**src/rtl/pc_gen.sv**
```systemverilog
// Program-counter generation: boot-time instruction upload sequencer followed by the
// run-time PC register with branch/JAL/JALR selection and sticky error reporting.
module pc_gen #(
    parameter logic [31:0] RESET_VEC = 32'h0000_0000,
    parameter int unsigned MEM_WORDS = 20
) (
    input  logic        clk,
    input  logic        rst,
    input  logic        load_start,
    input  logic        load_valid,
    input  logic        load_last,
    output logic        load_ready,
    output logic        iwr_en,
    output logic [31:0] iwaddr,
    input  logic        stall,
    input  logic        br_taken,
    input  logic        jal,
    input  logic        jalr,
    input  logic [31:0] imm,
    input  logic [31:0] rs1_val,
    output logic [31:0] pc,
    output logic [31:0] pc_plus4,
    output logic        running,
    output logic        misalign_err,
    output logic        range_err
);

    typedef enum logic [1:0] {StIdle, StLoad, StRun, StErr} state_e;

    state_e      state_q, state_d;
    logic [29:0] word_cnt_q, word_cnt_d;
    logic [31:0] pc_q, pc_d;
    logic        misalign_q, misalign_d;
    logic        range_q, range_d;
    logic [31:0] target;
    logic        last_word;
    logic        out_of_range;

    // Priority: jalr > jal > br_taken > sequential; JAL and branch share one adder.
    always_comb begin
        if (jalr) begin
            target = (rs1_val + imm) & ~32'h1;
        end else if (jal || br_taken) begin
            target = pc_q + imm;
        end else begin
            target = pc_q + 32'd4;
        end
    end

    assign last_word    = (word_cnt_q == 30'(MEM_WORDS - 1));
    assign out_of_range = ({2'b00, target[31:2]} >= MEM_WORDS);

    always_comb begin
        state_d    = state_q;
        word_cnt_d = word_cnt_q;
        pc_d       = pc_q;
        misalign_d = misalign_q;
        range_d    = range_q;
        unique case (state_q)
            StIdle: begin
                pc_d = RESET_VEC;
                if (load_start) begin
                    state_d    = StLoad;
                    word_cnt_d = '0;
                end
            end
            StLoad: begin
                if (load_valid) begin
                    word_cnt_d = word_cnt_q + 30'd1;
                    if (load_last || last_word) begin
                        state_d = StRun;
                        pc_d    = RESET_VEC;
                    end
                end
            end
            StRun: begin
                if (!stall) begin
                    if (target[1:0] != 2'b00) begin
                        misalign_d = 1'b1;
                        state_d    = StErr;
                    end else begin
                        // Out-of-range target is still loaded so it is visible for debug.
                        pc_d = target;
                        if (out_of_range) begin
                            range_d = 1'b1;
                            state_d = StErr;
                        end
                    end
                end
            end
            StErr: begin
                state_d = StErr;
            end
            default: begin
                state_d = StIdle;
            end
        endcase
    end

    always_ff @(posedge clk or posedge rst) begin
        if (rst) begin
            state_q    <= StIdle;
            word_cnt_q <= '0;
            pc_q       <= RESET_VEC;
            misalign_q <= 1'b0;
            range_q    <= 1'b0;
        end else begin
            state_q    <= state_d;
            word_cnt_q <= word_cnt_d;
            pc_q       <= pc_d;
            misalign_q <= misalign_d;
            range_q    <= range_d;
        end
    end

    assign load_ready   = (state_q == StLoad);
    assign iwr_en       = load_valid & load_ready;
    assign iwaddr       = {word_cnt_q, 2'b00};
    assign running      = (state_q == StRun);
    assign pc           = pc_q;
    assign pc_plus4     = pc_q + 32'd4;
    assign misalign_err = misalign_q;
    assign range_err    = range_q;

endmodule

```
**config.mk**
```make
export PLATFORM = sky130hd
export DESIGN_NAME = pc_gen
export DESIGN_NICKNAME = d
export VERILOG_FILES = /design/src/rtl/pc_gen.sv
export SDC_FILE = /design/constraint.sdc
export NUM_CORES = 1
export LEC_CHECK = 0
export BUFFER_PORTS_ARGS = -buffer_cell sky130_fd_sc_hd__buf_2
export CORE_MARGIN = 3
export CORE_UTILIZATION = 51
export CTS_BUF_LIST = sky130_fd_sc_hd__clkbuf_4 sky130_fd_sc_hd__clkbuf_8
export DETAILED_ROUTE_END_ITERATION = 6
export PLACE_DENSITY_LB_ADDON = 0.3
export REMOVE_ABC_BUFFERS = 1
export SYNTH_ARGS = -nofsm -noshare
export SYNTH_HDL_FRONTEND = slang
export SYNTH_SLANG_ARGS = --single-unit
```
**constraint.sdc**
```tcl
create_clock -name clk -period 3.25 [get_ports clk]
set_clock_uncertainty 0.05 [all_clocks]
set_input_delay 0.325 -clock clk [delete_from_list [all_inputs] [get_ports clk]]
set_output_delay 0.325 -clock clk [all_outputs]
set_load 0.02 [all_outputs]
```
# Yosys cells after proc, flatten, opt, wreduce, memory -nomap -nowiden
# Cells that the tools add are included.
[word_totals] reg_bits=66 input_bits=73 word_cells=51
[op_classes] n_addsub=4 order_cmp=1 eq_ne=10 n_mux=17 n_bitwise=3 reduce_logical=11
[ops] operator="32-bit 2-to-1 mux" n=6
[ops] operator="32-bit one-hot mux with 3 select lines" n=1
[ops] operator="32-bit adder" n=2
[ops] operator="30-bit 2-to-1 mux" n=2
[ops] operator="30-bit one-hot mux with 2 select lines" n=1
[ops] operator="32-bit by 3-bit adder with 32-bit output, second input constant" n=1
[ops] operator="30-bit by 1-bit adder with 30-bit output, second input constant" n=1
[ops] operator="30-bit by 5-bit equality test with 1-bit output, second input constant" n=1
[ops] operator="30-bit by 5-bit greater-or-equal comparator with 1-bit output, second input constant" n=1
[ops] operator="2-bit 2-to-1 mux" n=6
[ops] operator="5-bit AND reduction" n=2
[ops] operator="2-bit inequality test, second input constant" n=4
[ops] operator="2-bit one-hot mux with 4 select lines" n=1
[ops] operator="3-bit AND reduction" n=2
[ops] operator="2-bit equality test, second input constant" n=2
[ops] operator="4-bit AND reduction" n=1
[ops] operator="2-bit nonzero test" n=2
[ops] operator="3-bit by 1-bit inequality test with 1-bit output, second input constant" n=1
[ops] operator="3-bit nonzero test" n=1
[ops] operator="2-bit by 1-bit equality test with 1-bit output, second input constant" n=1
[ops] operator="2-bit zero test" n=1
[ops] operator="1-bit logical OR" n=2
[ops] operator="2-bit by 1-bit inequality test with 1-bit output, second input constant" n=1
[ops] operator="1-bit inverter" n=2
[ops] operator="1-bit AND" n=1

# Longest topological paths before layout
[depth] depth_word=8 ltp_mapped=14 mapped_depth_nobuf=14

# Least setup slack after synthesis
# OpenSTA, ideal clock, no wires.
[synth_path] kind="reg2reg" from="register pc_q[2], in the netlist pc[2]" to="register state_q[0]" t_arrival_ns=3.598 required_time_ns=3.059 setup_slack_ns=-0.539 path_stages_with_launch=14 path_buffers=0 path_cell_list="dfrtp_1 > ha_1 > nand3_1 > nor3_1 > and4_1 > xor2_1 > o21ba_2 > a32o_2 > nor2b_2 > nand4_1 > or4_1 > or3_1 > nor4_1 > o221ai_1"
[synth_between] elab_chain_len=6
[synth_lines] element="start: declaration" line="32" rtl="logic [31:0] pc_q, pc_d;"
[synth_lines] element="start signal: assignment" line="110" rtl="pc_q <= pc_d;"
[synth_lines] element="32-bit by 3-bit adder with 32-bit output"
[synth_lines] element="via pc_plus4[16]" line="22" rtl="output logic [31:0] pc_plus4,"
[synth_lines] element="32-bit 2-to-1 mux" line="43" rtl="end else if (jal || br_taken) begin"
[synth_lines] element="32-bit 2-to-1 mux" line="41" rtl="if (jalr) begin"
[synth_lines] element="30-bit by 5-bit greater-or-equal comparator with 1-bit output" line="51" rtl="assign out_of_range = ({2'b00, target[31:2]} >= MEM_WORDS);"
[synth_lines] element="3-bit by 1-bit inequality test with 1-bit output (no line)"
[synth_lines] element="5-bit AND reduction (no line)"
[synth_lines] element="end signal: assignment" line="102" rtl="state_q <= StIdle;"
[synth_lines] element="end signal: assignment" line="108" rtl="state_q <= state_d;"
[synth_lines] element="end: declaration" line="30" rtl="state_e state_q, state_d;"
# The timed path passes the listed nets, and every way through them passes these cells.
# A chain may end at the register's enable or synchronous reset.

# Worst setup path after layout
[layout_path] from="register pc_q[2], in the netlist pc[2]" to="register state_q[0]"
[layout_between] elab_chain_len=6
[layout_lines] element="32-bit by 3-bit adder with 32-bit output / 32-bit adder (equally long branches)" line="46, 44"
[layout_lines] element="32-bit 2-to-1 mux (*)" line="43"
[layout_lines] element="32-bit 2-to-1 mux (*)" line="41"
[layout_lines] element="30-bit by 5-bit greater-or-equal comparator with 1-bit output (*)" line="51"
[layout_lines] element="3-bit by 1-bit inequality test with 1-bit output (no line) (*)"
[layout_lines] element="5-bit AND reduction (no line) (*)"
# Mark *: on every way between the ends. The rest lies on a longest branch, timed or not.

==> impl.org <==
** CTS
- At the later pin of the worst-skew pair, clock insertion delay measures about 0.36 ns.
- CTS max path bufs :: 2
- Clock tree synthesis inserted a total of 9 buffers.
- The clock net in this run drives a total of 66 sinks.
- TritonCTS built the clock tree.
- The tree is rooted in a sky130_fd_sc_hd__clkbuf_8.
- CTS built an H-tree with a depth of 3.
- Clock-pin slew was measured on the worst setup and hold paths at roughly 0.080 ns.

** Cells and area
- Count of nets after finishing :: 1515
- Final Core Density :: 76.7%
- Area delta synth->final :: 45.7%
- Excluding fillers, the count of instances in the completed layout stands at around 1600.
- The post-route netlist has a little under two fifths of its cells at a drive strength greater than 1.

** Global route
- Initial antenna violation count :: 2
- The via count of the first global-routing pass was slightly below 9000.
- Entering global routing, the biggest net connects 30 pins.
- Total global routing overflow :: 0
- Total Routing Usage GR :: around a third
- The first global-routing pass estimated approximately 43000 um of wire.

** Worst setup path
- Endpoint type of the worst setup path :: flip-flop
- In this design, the stage delay of the slowest critical-path cell is ~0.43 ns.
- The worst setup path is of the flip-flop to flip-flop kind.
- At the worst endpoint, the required time is about 3.4 ns.
- The worst register-to-register path has a setup slack of -0.48 ns.
- Of all nets on the critical path, the largest fanout is 4.
- Data arrival at the endpoint of the critical path :: roughly 3.9 ns
- Cell with the most instances on the worst path :: sky130_fd_sc_hd__buf_4
- Walking the worst path, the cells encountered are ha_4 > buf_4 > o211ai_1 > buf_4 > o21ai_2 > a21oi_2 > xor2_1 > o21ai_0 > mux2_2 > nor4b_2 > nand3_1 > or4_1 > or3_4 > nor4_4 > o221ai_1.
- For this design, the slowest cell found on the critical path is sky130_fd_sc_hd__dfrtp_1.
- Startpoint type of the worst setup path :: flip-flop

** STA
- Slew headroom :: roughly 44%
- Setup repair after global routing could not meet its margin everywhere.
- Setup violations remaining at the end of the flow were counted as 2.
- Max Clock Freq :: roughly 270 MHz
- Crit share post-route :: 115%
- Shortest period the worst path allows :: ~3.7 ns
- Count of final hold-check violations :: 0
- Final Slew Violations :: 0
- Slew @ Worst Pin :: between 0.8 and 0.9 ns
- After layout, the worst setup slack is -0.479 ns.

** Yosys
- Synthesis produced 970 cells.
- Among all cell types in the netlist, the one instantiated most often is sky130_fd_sc_hd__nand2_1.
- Async set-reset flop share out of synthesis :: 100%
- Summing every instance area after synthesis gives around 7400 um2.
- Netlist cell types :: 75
- During synthesis, Yosys emitted a total of 0 warnings.
- Post-synth top area cell :: sky130_fd_sc_hd__dfrtp_1
- Top post-synthesis cells by count :: 116 x sky130_fd_sc_hd__nand2_1, 95 x sky130_fd_sc_hd__nor2_1, 80 x sky130_fd_sc_hd__o21ai_0, 77 x sky130_fd_sc_hd__a21oi_1, 66 x sky130_fd_sc_hd__dfrtp_1
- Share of Yosys cell area claimed by the top area cell type :: 22.3%
- Main area contributors after synthesis :: sky130_fd_sc_hd__dfrtp_1 22%, sky130_fd_sc_hd__ha_1 11%, sky130_fd_sc_hd__xor2_1 7.1%
- Sequential cells were found to cover approximately 22% of the synthesized design area.
- Among all flip-flop cells after synthesis, the most frequent one is sky130_fd_sc_hd__dfrtp_1.
- In this run, synthesis inferred 0 flip-flops with an integrated enable.
- Counting flops and latches in the post-synthesis netlist gives 66.
- Averaged over all synthesized cells, the footprint is between 7 and 8 um2.

** Worst hold path
- Hold crit path type :: input pin to flip-flop

** Floorplanning
- Number of top-level pins :: approximately 170
- Core Rows :: 43
- Once the floorplan was initialized, standard cells occupied between 50% and 60% of the core.
- Die extent in x :: around 130 um
- Die Span Y :: about 130 um
- The die covers 16000 um2.
- Core Region :: between 10000 and 15000 um2

** Outcome
- The flow ran to the end, but the final reports show violations.
- Failing checks :: negative setup slack

** Detailed routing
- Length of the first detailed-routing pass in iterations :: 5
- Drt wl/cell :: between 15 and 20 um
- Overall routed net length :: between 20000 and 30000 um
- Number of nets with antenna violations after detailed routing :: 0
- Residual DRC :: 0
- The routed layout has a little over 9000 vias.
- Number of vias per cell :: a little under 6
- Number of DRC markers after the initial detailed-route iteration :: 851

** Place
- Total half-perimeter wirelength after legalization and detailed placement :: around 22000 um
- GP Congestion :: ~1
- The count of buffers added on input and output ports is ~170.
- OpenSTA, run right after detailed placement, puts the worst setup slack at -0.965 ns.
- Cell Count Post-Placement :: 1535

** Pwr
- Leakage power figure :: 5.57 nW
- Dividing total power by cell area gives a power density of 625 nW/um2.
- IR analysis of the VDD net gives a maximum drop of approximately 0.00031 V.

** Run
- Max-cap violations in this run came to 0.
## area by class of cell
type                    instances  area, um2
diodes                          2       5.00
clock buffers                   9        124
clock inverters                 7        100
fillers                      1081       3270
inverters                      16       60.1
multi-input cells             847       5750
flip-flops and latches         66       1650
well taps                     180        225
repair buffers                437       2860
## sequential cells by signal (all words and copies together), names as in the netlist
register      count
misalign_err      1
word_cnt_q       30
range_err         1
pc               32
state_q           2
## worst max-delay path, delay by kind of cell (launching register included)
| kind | cells | cell delay [ns] |
|---|---|---|
| AO/OA/AOI/OAI | 5 | 0.79 |
| XOR/XNOR | 1 | 0.20 |
| adder cells (fa/ha/maj) | 1 | 0.19 |
| buffers and inverters | 2 | 0.31 |
| flip-flops | 1 | 0.43 |
| multiplexers | 1 | 0.33 |
| AND/OR/NAND/NOR | 5 | 1.29 |
## timing repair
action	in CTS	in global routing
hold buffers	1	0
endpoints found under the setup margin	2	6
cloned	0	0
pin swaps	14	18
endpoints found under the hold margin	18	0
setup buffers	6	4
gates resized for setup	17	31
## cell usage in the layout (no fill, tap or decap), types with 17 or more instances in the layout
cell type,netlist,layout
sky130_fd_sc_hd__nand2_1,116,116
sky130_fd_sc_hd__ha_1,63,56
sky130_fd_sc_hd__o21ai_0,80,75
sky130_fd_sc_hd__nand4_1,32,32
sky130_fd_sc_hd__a21o_1,20,20
sky130_fd_sc_hd__dfrtp_1,66,66
sky130_fd_sc_hd__buf_4,4,263
sky130_fd_sc_hd__xnor2_1,46,45
sky130_fd_sc_hd__nand3_1,35,34
sky130_fd_sc_hd__nor3_1,19,17
sky130_fd_sc_hd__xor2_1,60,59
sky130_fd_sc_hd__a21oi_1,77,68
sky130_fd_sc_hd__nor2_1,95,94
sky130_fd_sc_hd__buf_2,0,171
## per-layer routing
metal | up-vias | wire length (um) | global-route usage (%)
met5 | - | 0 | 0
met4 | 0 | 1040 | 13.0
met3 | 98 | 2380 | 6.78
met2 | 459 | 12600 | 53.8
met1 | 4364 | 11600 | 43.6
li1 | 4376 | - | -
## report_power, final
group | internal (mW) | switching (mW)
clock network | 0.439 | 0.370
registers | 0.989 | 0.161
logic | 2.18 | 2.60
total | 3.61 | 3.13
## worst paths after layout
path	from	to	cells after the start
max in group asynchronous	rst	pc[15]$_DFFE_PP0P_	4
setup reg to reg	pc[2]$_DFFE_PP0P_	state_q[0]$_DFFE_PP0P_	15
min in group asynchronous	rst	word_cnt_q[1]$_DFFE_PP0P_	3
hold / removal	load_valid	word_cnt_q[0]$_DFFE_PP0P_	3
setup / recovery	pc[2]$_DFFE_PP0P_	state_q[0]$_DFFE_PP0P_	15
hold reg to reg	misalign_err$_DFFE_PP0P_	misalign_err$_DFFE_PP0P_	1
## through the flow
step / area (um2) / hold slack (ns) / TNS, ns / power, mW
5_1_grt: 10800 / 0.226 / -1.19 / 7.15
4_1_cts: 10600 / 0.193 / -0.853 / 6.50
6_report: 10800 / 0.203 / -0.881 / 6.74
3_5_place_dp: 10200 / 0.284 / -2.33 / 5.60
3_3_place_gp: 10200 / 0.282 / -1.87 / 5.53
2_1_floorplan: 7220 / 0.432 / -1.02 / 3.54
## logic make-up (layout without fill, tap and decap cells)
logic type / Yosys count / after routing / synth area share (%)
AND/OR/NAND/NOR: 383 / 383 / 24.8
AO/OA/AOI/OAI: 281 / 281 / 24.5
XOR/XNOR: 106 / 106 / 12.6
flip-flops: 66 / 66 / 22.3
adder cells (fa/ha/maj): 65 / 65 / 11.2
buffers and inverters: 58 / 469 / 3.25
multiplexers: 10 / 10 / 1.37
other: 1 / 4 / 0.0507
No activity file was read; power rests on OpenSTA's default activity.
